**src/rtl/seq_add_pkg.sv**
```systemverilog
// Shared definitions for the time-shared CLA adder sequencer: slice width,
// FSM state encoding and the block carry-out helper.
package seq_add_pkg;

  localparam int SLICE_W = 4;

  typedef enum logic [1:0] {
    IDLE = 2'b00,
    RUN  = 2'b01,
    DONE = 2'b10
  } state_t;

  // Carry out of a slice from its block propagate/generate and carry-in.
  function automatic logic slice_carry(input logic g, input logic p, input logic c);
    return g | (p & c);
  endfunction

endpackage

```
**src/rtl/CLA_4bit_aug.sv**
```systemverilog
// 4-bit carry-lookahead slice augmented with block propagate/generate outputs
// so a caller can chain slices using P/G alone.
module CLA_4bit_aug
  import seq_add_pkg::*;
(
  input  logic [SLICE_W-1:0] a,
  input  logic [SLICE_W-1:0] b,
  input  logic               c_in,
  output logic [SLICE_W-1:0] sum,
  output logic               p,
  output logic               g,
  output logic               c_out
);

  logic [SLICE_W-1:0] prop_s;
  logic [SLICE_W-1:0] gen_s;
  logic [SLICE_W-1:0] carry_s;

  assign prop_s = a ^ b;
  assign gen_s  = a & b;

  // Internal lookahead carries into each bit.
  assign carry_s[0] = c_in;
  assign carry_s[1] = gen_s[0] | (prop_s[0] & c_in);
  assign carry_s[2] = gen_s[1] | (prop_s[1] & gen_s[0]) | (prop_s[1] & prop_s[0] & c_in);
  assign carry_s[3] = gen_s[2] | (prop_s[2] & gen_s[1]) | (prop_s[2] & prop_s[1] & gen_s[0])
                    | (prop_s[2] & prop_s[1] & prop_s[0] & c_in);

  // Block propagate/generate, independent of carry-in.
  assign p = &prop_s;
  assign g = gen_s[3] | (prop_s[3] & gen_s[2]) | (prop_s[3] & prop_s[2] & gen_s[1])
           | (prop_s[3] & prop_s[2] & prop_s[1] & gen_s[0]);

  assign c_out = slice_carry(g, p, c_in);
  assign sum   = prop_s ^ carry_s;

endmodule

```
**src/rtl/seq_cla_add_ctrl.sv**
```systemverilog
// Multi-cycle adder: one CLA_4bit_aug slice is reused for every nibble,
// LS nibble first, one nibble per clock. The inter-slice carry is rebuilt from
// the slice's block P/G and held in a register.
// Optional feature macro: SEQ_ADD_SUB_EN adds a 'sub' input (a - b).
module seq_cla_add_ctrl
  import seq_add_pkg::*;
#(
  parameter int WIDTH = 32
) (
  input  logic             clk,
  input  logic             rst_n,
  input  logic             in_valid,
  output logic             in_ready,
  input  logic [WIDTH-1:0] a,
  input  logic [WIDTH-1:0] b,
  input  logic             c_in,
`ifdef SEQ_ADD_SUB_EN
  input  logic             sub,
`endif
  output logic             out_valid,
  input  logic             out_ready,
  output logic [WIDTH-1:0] sum,
  output logic             c_out,
  output logic             ovf
);

  localparam int NSLICE = WIDTH / SLICE_W;
  localparam int K_W    = (NSLICE > 1) ? $clog2(NSLICE) : 1;

  if (((WIDTH % SLICE_W) != 0) || (WIDTH < 8)) begin : g_width_check
    $error("seq_cla_add_ctrl: WIDTH must be a multiple of 4 and >= 8");
  end

  state_t             state_r;
  state_t             state_nxt;
  logic [K_W-1:0]     k_r;
  logic               carry_r;
  logic [WIDTH-1:0]   opa_r;
  logic [WIDTH-1:0]   opb_r;
  logic [WIDTH-1:0]   sum_r;
  logic               c_out_r;
  logic               ovf_r;
  logic               out_valid_r;

  logic [WIDTH-1:0]   b_eff_s;
  logic               cin_eff_s;
  logic               accept_s;
  logic               take_s;
  logic               last_s;
  logic [SLICE_W-1:0] nib_a_s;
  logic [SLICE_W-1:0] nib_b_s;
  logic [SLICE_W-1:0] slice_sum_s;
  logic               slice_p_s;
  logic               slice_g_s;
  logic               slice_c_out_unused;
  logic               carry_nxt_s;

`ifdef SEQ_ADD_SUB_EN
  // Subtract as a + ~b + 1; c_in is ignored when subtracting.
  always_comb begin
    if (sub) begin
      b_eff_s   = ~b;
      cin_eff_s = 1'b1;
    end else begin
      b_eff_s   = b;
      cin_eff_s = c_in;
    end
  end
`else
  assign b_eff_s   = b;
  assign cin_eff_s = c_in;
`endif

  assign in_ready = (state_r == IDLE);
  assign last_s   = (state_r == RUN) && (k_r == K_W'(NSLICE - 1));

  // Current nibble of each latched operand.
  assign nib_a_s = opa_r[k_r*SLICE_W +: SLICE_W];
  assign nib_b_s = opb_r[k_r*SLICE_W +: SLICE_W];

  CLA_4bit_aug u_slice (
    .a     (nib_a_s),
    .b     (nib_b_s),
    .c_in  (carry_r),
    .sum   (slice_sum_s),
    .p     (slice_p_s),
    .g     (slice_g_s),
    .c_out (slice_c_out_unused)
  );

  assign carry_nxt_s = slice_carry(slice_g_s, slice_p_s, carry_r);

  // State register.
  always_ff @(posedge clk or negedge rst_n) begin
    if (!rst_n) begin
      state_r <= IDLE;
    end else begin
      state_r <= state_nxt;
    end
  end

  // Next-state logic and handshake strobes; unknown encodings fall back to IDLE.
  always_comb begin
    state_nxt = state_r;
    accept_s  = 1'b0;
    take_s    = 1'b0;
    case (state_r)
      IDLE: begin
        if (in_valid) begin
          state_nxt = RUN;
          accept_s  = 1'b1;
        end else begin
          state_nxt = IDLE;
        end
      end
      RUN: begin
        if (last_s) begin
          state_nxt = DONE;
        end else begin
          state_nxt = RUN;
        end
      end
      DONE: begin
        if (out_ready) begin
          state_nxt = IDLE;
          take_s    = 1'b1;
        end else begin
          state_nxt = DONE;
        end
      end
      default: begin
        state_nxt = IDLE;
      end
    endcase
  end

  // Operand latch, per-nibble accumulation and result/flag registers.
  always_ff @(posedge clk or negedge rst_n) begin
    if (!rst_n) begin
      k_r         <= {K_W{1'b0}};
      carry_r     <= 1'b0;
      opa_r       <= {WIDTH{1'b0}};
      opb_r       <= {WIDTH{1'b0}};
      sum_r       <= {WIDTH{1'b0}};
      c_out_r     <= 1'b0;
      ovf_r       <= 1'b0;
      out_valid_r <= 1'b0;
    end else if (accept_s) begin
      opa_r   <= a;
      opb_r   <= b_eff_s;
      carry_r <= cin_eff_s;
      k_r     <= {K_W{1'b0}};
      sum_r   <= {WIDTH{1'b0}};
    end else if (state_r == RUN) begin
      sum_r[k_r*SLICE_W +: SLICE_W] <= slice_sum_s;
      carry_r                       <= carry_nxt_s;
      if (last_s) begin
        k_r         <= {K_W{1'b0}};
        c_out_r     <= carry_nxt_s;
        ovf_r       <= (opa_r[WIDTH-1] == opb_r[WIDTH-1]) &&
                       (slice_sum_s[SLICE_W-1] != opa_r[WIDTH-1]);
        out_valid_r <= 1'b1;
      end else begin
        k_r <= k_r + K_W'(1);
      end
    end else if (take_s) begin
      out_valid_r <= 1'b0;
    end else if ((state_r != IDLE) && (state_r != DONE)) begin
      // Illegal encoding: drop any stale result while the FSM recovers.
      out_valid_r <= 1'b0;
      k_r         <= {K_W{1'b0}};
    end
  end

  assign sum       = sum_r;
  assign c_out     = c_out_r;
  assign ovf       = ovf_r;
  assign out_valid = out_valid_r;

endmodule

```
**config.mk**
```make
export PLATFORM = sky130hd
export DESIGN_NAME = seq_cla_add_ctrl
export DESIGN_NICKNAME = d
export VERILOG_FILES = /design/src/rtl/seq_add_pkg.sv /design/src/rtl/CLA_4bit_aug.sv /design/src/rtl/seq_cla_add_ctrl.sv
export SDC_FILE = /design/constraint.sdc
export NUM_CORES = 1
export LEC_CHECK = 0
export ABC_CLOCK_PERIOD_IN_PS = 3200
export CORE_AREA = 10 10 129 131
export CTS_CLUSTER_SIZE = 14
export DETAILED_ROUTE_END_ITERATION = 8
export DIE_AREA = 0 0 139 141
export GPL_TIMING_DRIVEN = 0
export SETUP_SLACK_MARGIN = 0.15
export SLEW_MARGIN = 5
export SYNTH_ARGS = -nofsm -noshare
export SYNTH_HDL_FRONTEND = slang
export SYNTH_SLANG_ARGS = --single-unit
```
**constraint.sdc**
```tcl
create_clock -name clk -period 3.2 [get_ports clk]
set_input_delay 0.48 -clock clk [delete_from_list [all_inputs] [get_ports clk]]
set_output_delay 0.48 -clock clk [all_outputs]
set_load 0.02 [all_outputs]
```
After elaboration in Yosys (flattened, before gate mapping). Index checks and enable logic that the tools add are counted.

Add/subtract/negate cells: 2. Multipliers: 0. Div/mod/pow operators: 0. Order comparisons: 0. Equal/unequal tests: 8. Shift operators: 4. Muxes and demuxes: 22. Bitwise logic cells: 29. Reductions and logical operators: 12.

Operators with widths (count): $mux 32 (2); $shiftx 32x6->4 (2); $neg 5->34 (1); $shift 4x34->32 const A (1); $shiftx 4x34->32 (1); $bwmux 32 (1); $and 1x1->1 (15); $mux 3 (5); $mux 1 (11); $or 1x1->1 (10); $xor 4x4->4 (2); $pmux 2 s3 (1); $reduce_and 3->1 (2); $reduce_bool 3->1 (2); $and 4x4->4 (1); $mux 2 (2); $ne 2x2->1 const B (2); $reduce_and 4->1 (1); $reduce_bool 2->1 (2); $add 3x1->3 const B (1); $eq 3x3->1 const B (1); $logic_and 1x1->1 (3); $ne 3x2->1 const B (1); $eq 2x1->1 const B (1); 6 further kinds (6).

Register bits: 105. Bits in latches: 0. RAM bits: 0. ROM bits: 0. Input port bits: 69. Output and inout port bits: 36. Word-level logic and storage cells: 86. Memories kept: 0.

Longest topological paths before layout.
Depth in word-level cells: 11. Depth in mapped cells: 10. Depth with buffers taken out: 8.

By module. From an unflattened synthesis, not the netlist that was laid out.

Cell total of the unflattened synthesis: 537. Area total of the unflattened synthesis: 5032.3 um2.

By module, submodules not included: seq_cla_add_ctrl (times used 1, cells an instance 515, area each 4850.9 um2, sequential area each 2627.5 um2); CLA_4bit_aug (times used 1, cells an instance 22, area each 181.4 um2, sequential area each 0.0 um2).

Worst setup path after synthesis. OpenSTA, ideal clock, no wires.

Path type: register -> register. From: register k_r[0]. To: register ovf_r (netlist: ovf). Setup time: 69 ps. Arrival: 2628 ps. Data required time: 3131 ps. Setup slack: 503 ps. Cell stages (with the launch flop): 11. Path buffers: 2. Period minus slack after synthesis: 2697 ps. Cell sequence: dfrtp_1 -> buf_6 -> buf_4 -> mux4_2 -> nand2_1 -> nand2_1 -> ha_1 -> a21o_1 -> a311o_1 -> a211o_1 -> nand3_1.

Word-level cells in the longest chain between the ends: 9. Elaborated cells on any way between the ends: 18. Those cells by class: 2 x eq/ne; 2 x shift; 11 x bitwise; 3 x reduce/logical.

RTL lines: from (decl) (RTL line seq_cla_add_ctrl.sv:36) `logic [K_W-1:0] k_r;`; from (signal assigned) (RTL line seq_cla_add_ctrl.sv:140) `k_r <= {K_W{1'b0}};`; from (signal assigned) (RTL line seq_cla_add_ctrl.sv:152) `k_r <= {K_W{1'b0}};`; from (signal assigned) (RTL line seq_cla_add_ctrl.sv:158) `k_r <= {K_W{1'b0}};`; $shiftx 32x6->4, on equally long branches (RTL line seq_cla_add_ctrl.sv:78, seq_cla_add_ctrl.sv:79); $xor 4x4->4 / $and 4x4->4 (equally long branches) (RTL line CLA_4bit_aug.sv:19, CLA_4bit_aug.sv:20); $and 1x1->1, on equally long branches (RTL line CLA_4bit_aug.sv:26, CLA_4bit_aug.sv:27); $or 1x1->1 (tied with other cells) (RTL line CLA_4bit_aug.sv:26) `assign carry_s[3] = gen_s[2] | (prop_s[2] & gen_s[1]) | (prop_s[2] & prop_s[1] & gen_s[0])`; $or 1x1->1 / $and 1x1->1 (equally long branches) (RTL line CLA_4bit_aug.sv:26, CLA_4bit_aug.sv:27); $or 1x1->1 (RTL line CLA_4bit_aug.sv:27) `| (prop_s[2] & prop_s[1] & prop_s[0] & c_in);`; $xor 4x4->4 (RTL line CLA_4bit_aug.sv:35) `assign sum = prop_s ^ carry_s;`; $ne 1x1->1 (RTL line seq_cla_add_ctrl.sv:161) `(slice_sum_s[SLICE_W-1] != opa_r[WIDTH-1]);`; $logic_and 1x1->1 (RTL line seq_cla_add_ctrl.sv:160) `ovf_r <= (opa_r[WIDTH-1] == opb_r[WIDTH-1]) &&`; to (signal assigned) (RTL line seq_cla_add_ctrl.sv:160); to (decl) (RTL line seq_cla_add_ctrl.sv:42) `logic ovf_r;`.

Parallel ways exist; a longest one is shown, timed or not. A chain may end at the register's enable or synchronous reset.

Worst setup path in the final report.
From: register k_r[0]. To: register sum_r[27] (netlist: sum[27]).

Word-level cells in the longest chain between the ends: 11. Elaborated cells on any way between the ends: 26. Those cells by class: 1 x add/sub; 4 x shift; 3 x mux; 18 x bitwise.

RTL lines: $shiftx 32x6->4, on equally long branches (RTL line seq_cla_add_ctrl.sv:78, seq_cla_add_ctrl.sv:79); $xor 4x4->4 / $and 4x4->4 (equally long branches) (RTL line CLA_4bit_aug.sv:19, CLA_4bit_aug.sv:20); $and 1x1->1, on equally long branches (RTL line CLA_4bit_aug.sv:26, CLA_4bit_aug.sv:27); $or 1x1->1 (tied with other cells) (RTL line CLA_4bit_aug.sv:26); $or 1x1->1 / $and 1x1->1 (equally long branches) (RTL line CLA_4bit_aug.sv:26, CLA_4bit_aug.sv:27); $or 1x1->1 (RTL line CLA_4bit_aug.sv:27); $xor 4x4->4 (RTL line CLA_4bit_aug.sv:35); $shiftx 4x34->32 (RTL line seq_cla_add_ctrl.sv:155) `sum_r[k_r*SLICE_W +: SLICE_W] <= slice_sum_s;`; $bwmux 32 * (RTL line seq_cla_add_ctrl.sv:155); $mux 32 * (RTL line seq_cla_add_ctrl.sv:154) `end else if (state_r == RUN) begin`; $mux 32 * (RTL line seq_cla_add_ctrl.sv:148) `end else if (accept_s) begin`; to (signal assigned) (RTL line seq_cla_add_ctrl.sv:144) `sum_r <= {WIDTH{1'b0}};`; to (signal assigned) (RTL line seq_cla_add_ctrl.sv:153) `sum_r <= {WIDTH{1'b0}};`; to (signal, indexed assignment) (RTL line seq_cla_add_ctrl.sv:155); to (decl) (RTL line seq_cla_add_ctrl.sv:40) `logic [WIDTH-1:0] sum_r;`.

Every way passes the cells marked *; elsewhere a longest branch is shown, timed or not. The select of a mux whose other input is x is not followed.

==> results.rst <==
.. list-table::
   :header-rows: 1

   * - Metric
     - Value
   * - Minimum clock period
     - 2.91 ns
   * - Post-synth design cell area
     - 0.00487 mm2
   * - Power density cells
     - 1060 mW/mm2
   * - Layout overhead on the synthesized area
     - 33.5%
   * - Worst Tran Pin Value
     - 0.663 ns
   * - Worst setup slack after placement
     - -0.116 ns
   * - Fin crit share
     - 0.909
   * - RSZ-0062 raised after global routing
     - no
   * - Initial core utilization
     - 0.343
   * - Die outline height
     - 141 um
   * - Peak fanout along the critical path
     - 10
   * - Number of hold violations in the final report
     - 0
   * - Reg clk slew, reported paths
     - 0.07 ns
   * - Max-cap check violation count
     - 0
   * - Library cell with the largest summed area after synthesis
     - sky130_fd_sc_hd__dfrtp_1
   * - Clock sink count
     - 105
   * - Number of enable-type register cells in the synthesized netlist
     - 0
   * - Sequential group share of total power
     - 0.323
   * - Net Switching
     - 2840 uW
   * - Required time of the critical path
     - 3.41 ns
   * - Fraction of layout cells with a size suffix above 1
     - 0.110
   * - Number of buffers added by the clock tree synthesis step
     - 9
   * - Status
     - complete, no violations
   * - Final setup violating endpoints
     - 0
   * - Proportion of total power due to net switching
     - 0.414
   * - Peak supply drop
     - 0.558 mV
   * - Category of the critical setup timing path
     - reg2reg
   * - CTS root buf
     - sky130_fd_sc_hd__clkbuf_16
   * - X dimension of the die
     - 139 um
   * - Final Wtd Congestion
     - 0.796
   * - Net count of the finished layout
     - 703
   * - Drt initial violations
     - 237
   * - Wire length of the first global-routing pass
     - 21.6 mm
   * - Internal power
     - 4030 uW
   * - Routed wire length
     - 12.9 mm
   * - Portion of synthesized cell area occupied by the leading cell type
     - 0.540
   * - Reported leakage power
     - 0.00309 uW
   * - CTS HTree Levels
     - 3
   * - Portion of the post-synthesis area used by sequential elements
     - 0.540
   * - Endpoint of the worst register-to-register path
     - sum[27]
   * - Synthesized net count
     - 584
   * - F_max
     - 344 MHz
   * - Initial antenna violation count
     - 0
   * - Worst skew pair latency
     - 0.34 ns
   * - Max-slew headroom at the worst pin
     - 0.558
   * - DR pass1 iterations
     - 4
   * - Top flip-flop cell by instance count after synthesis
     - sky130_fd_sc_hd__dfrtp_1
   * - CP startpoint kind
     - flop
   * - Grt total ovfl
     - 0
   * - Number of nets still failing antenna checks after routing
     - 0
   * - Data arrival time of the critical path
     - 3.12 ns
   * - Detailed-route vias per instance
     - 4.73
   * - # hold bufs at CTS
     - 0
   * - Core outline area
     - 0.0142 mm2
   * - Largest net degree at the start of global routing
     - 57
   * - Top library cells by usage in the layout, fill and taps aside
     - sky130_fd_sc_hd__nand2_1, sky130_fd_sc_hd__dfrtp_1, sky130_fd_sc_hd__clkdlybuf4s50_1
   * - Most common cell after layout, fill and taps aside
     - sky130_fd_sc_hd__nand2_1
   * - Clock tree skew after final layout
     - 0.00600 ns
   * - Number of buffer cells added on primary ports
     - 104
   * - FF-to-FF Start
     - k_r[0]
   * - I/O pin total
     - 105
   * - Number of placement rows
     - 44
   * - GR Util All Layers
     - 0.134
   * - Buffer depth of the longest clock path
     - 2
   * - Asr flop ratio synth
     - 1.00
   * - Final-report max-slew violation count
     - 0
   * - CP Capture Type
     - flop
   * - DPL Wire Length
     - 10.0 mm
   * - Non-Filler Cell Area, Final
     - 0.00650 mm2
   * - Vias in the first global route
     - 4228
   * - Register-to-Register Setup Slack
     - 0.29 ns
   * - Logic depth of the worst register-to-register path
     - 11
   * - Combinational share of power
     - 0.530
   * - Library cells used by synthesis
     - 43
   * - Total of warnings raised by yosys
     - 0
   * - Number of remaining DRC errors
     - 0
   * - Final Worst Setup Slack
     - 0.291 ns
   * - Cells after synthesis
     - 505
   * - Number of synthesized register bits
     - 105
   * - Clock tree from TritonCTS
     - built
   * - Floorplan die area
     - 0.0196 mm2
   * - Per-cell routed wire length
     - 15.9 um
   * - Inserted Diodes
     - 0
   * - Total number of vias
     - 3838
   * - Per-instance average area after synthesis
     - 9.64 um2
   * - Ranking of synthesized cells by area
     - sky130_fd_sc_hd__dfrtp_1, sky130_fd_sc_hd__nand2_1, sky130_fd_sc_hd__mux4_2, sky130_fd_sc_hd__nand3_1, sky130_fd_sc_hd__o21ai_0
   * - Placement Cell Area
     - 0.00617 mm2
   * - Hold Path Class
     - in2async
   * - Share of total power in the clock network
     - 0.147
[worst max-delay path, cell delays in order, from the launching register on]
cell and delay [ns]:
sky130_fd_sc_hd__dfrtp_1 0.41, sky130_fd_sc_hd__buf_12 0.17, sky130_fd_sc_hd__buf_12 0.16, sky130_fd_sc_hd__mux4_2 0.52, sky130_fd_sc_hd__nand2_1 0.09, sky130_fd_sc_hd__nand2_1 0.07
sky130_fd_sc_hd__ha_1 0.36, sky130_fd_sc_hd__a21o_1 0.23, sky130_fd_sc_hd__a311o_1 0.38, sky130_fd_sc_hd__nand3b_1 0.13, sky130_fd_sc_hd__buf_4 0.16, sky130_fd_sc_hd__o21ai_0 0.09
[final cells by class]
class | instances | area, um2
Buffer | 26 | 183
Clock buffer | 10 | 239
Clock inverter | 5 | 32.5
Fill cell | 1399 | 7700
Inverter | 6 | 22.5
Multi-Input combinational cell | 368 | 2080
Sequential cell | 105 | 2630
Tap cell | 184 | 230
Timing Repair Buffer | 108 | 1090
[power groups by stage]
stage | sequential, uW | combinational [uW] | clock, uW
after global placement | 2210 | 3360 | 0
final | 2220 | 3640 | 1010
after detailed placement | 2240 | 3460 | 0
after CTS | 2210 | 3610 | 1040
after global routing | 2280 | 4060 | 1100
after floorplan | 2300 | 2150 | 0
[layer usage]
layer  global-route usage  wire, um
met3               0.0406       858
met2                0.217      5900
met1                0.171      6020
met5                    0         0
met4               0.0340       140
[synthesized netlist by cell type (2+ instances only)]
| cell | n |
|---|---|
| sky130_fd_sc_hd__nor2_1 | 9 |
| sky130_fd_sc_hd__nor3_1 | 2 |
| sky130_fd_sc_hd__nand2_1 | 237 |
| sky130_fd_sc_hd__mux4_2 | 16 |
| sky130_fd_sc_hd__mux2i_1 | 7 |
| sky130_fd_sc_hd__a21o_1 | 3 |
| sky130_fd_sc_hd__buf_2 | 13 |
| sky130_fd_sc_hd__o21ai_0 | 26 |
| sky130_fd_sc_hd__clkbuf_1 | 4 |
| sky130_fd_sc_hd__a21oi_1 | 4 |
| sky130_fd_sc_hd__and3_1 | 2 |
| sky130_fd_sc_hd__inv_1 | 5 |
| sky130_fd_sc_hd__ha_1 | 9 |
| sky130_fd_sc_hd__nand3_1 | 26 |
| sky130_fd_sc_hd__buf_1 | 2 |
| sky130_fd_sc_hd__nand3b_1 | 4 |
| sky130_fd_sc_hd__nor2b_1 | 2 |
| sky130_fd_sc_hd__a22o_1 | 2 |
| sky130_fd_sc_hd__buf_6 | 4 |
| sky130_fd_sc_hd__dfrtp_1 | 105 |
[worst max-delay path by stage]
| stage | start | endpoint | slack (ns) | cells after the start |
|---|---|---|---|---|
| finish | k_r[0] | sum[27] | 0.29 | 11 |
| CTS | k_r[0] | sum[27] | 0.17 | 10 |
| global route | k_r[0] | sum[27] | 0.14 | 11 |
| global placement | rst_n | opa_r[11] | -2.17 | 1 |
| floorplan | k_r[0] | ovf | 0.50 | 10 |
| detailed placement | k_r[0] | sum[30] | -0.12 | 10 |
[logic make-up after synthesis]
group                    count (synthesis)  share of synthesized area
adder cells (fa/ha/maj)                 10                     0.0272
AND/OR/NAND/NOR                        291                      0.251
buffers and inverters                   32                     0.0373
flip-flops                             105                      0.540
XOR/XNOR                                 2                    0.00360
AO/OA/AOI/OAI                           41                     0.0504
multiplexers                            24                     0.0907
[per-stage QoR]
| step | utilization | hold WS, ns | power [uW] | setup TNS (ns) | std cells |
|---|---|---|---|---|---|
| floorplan | - | 0.184 | 4450 | 0 | 505 |
| global placement | 0.432 | 0.452 | 5560 | -227.05 | 793 |
| detailed placement | 0.434 | 0.463 | 5700 | -0.694 | 794 |
| CTS | 0.455 | 0.191 | 6860 | 0 | 810 |
| global route | 0.458 | 0.209 | 7440 | 0 | 812 |
| finish | 0.458 | 0.166 | 6870 | 0 | 812 |
[registers in the layout, summed over array words and instances (netlist names)]
| register | cells |
|---|---|
| c_out | 1 |
| carry_r | 1 |
| k_r | 3 |
| opa_r | 32 |
| opb_r | 32 |
| out_valid | 1 |
| ovf | 1 |
| state_r | 2 |
| sum | 32 |
[repair_timing]
item	in CTS	in global routing
endpoints found under the setup margin	22	9
setup buffers	1	2
endpoints found under the hold margin	0	0
pin swaps	1	1
resized for setup	4	6
(Power assumes the default switching activity.)
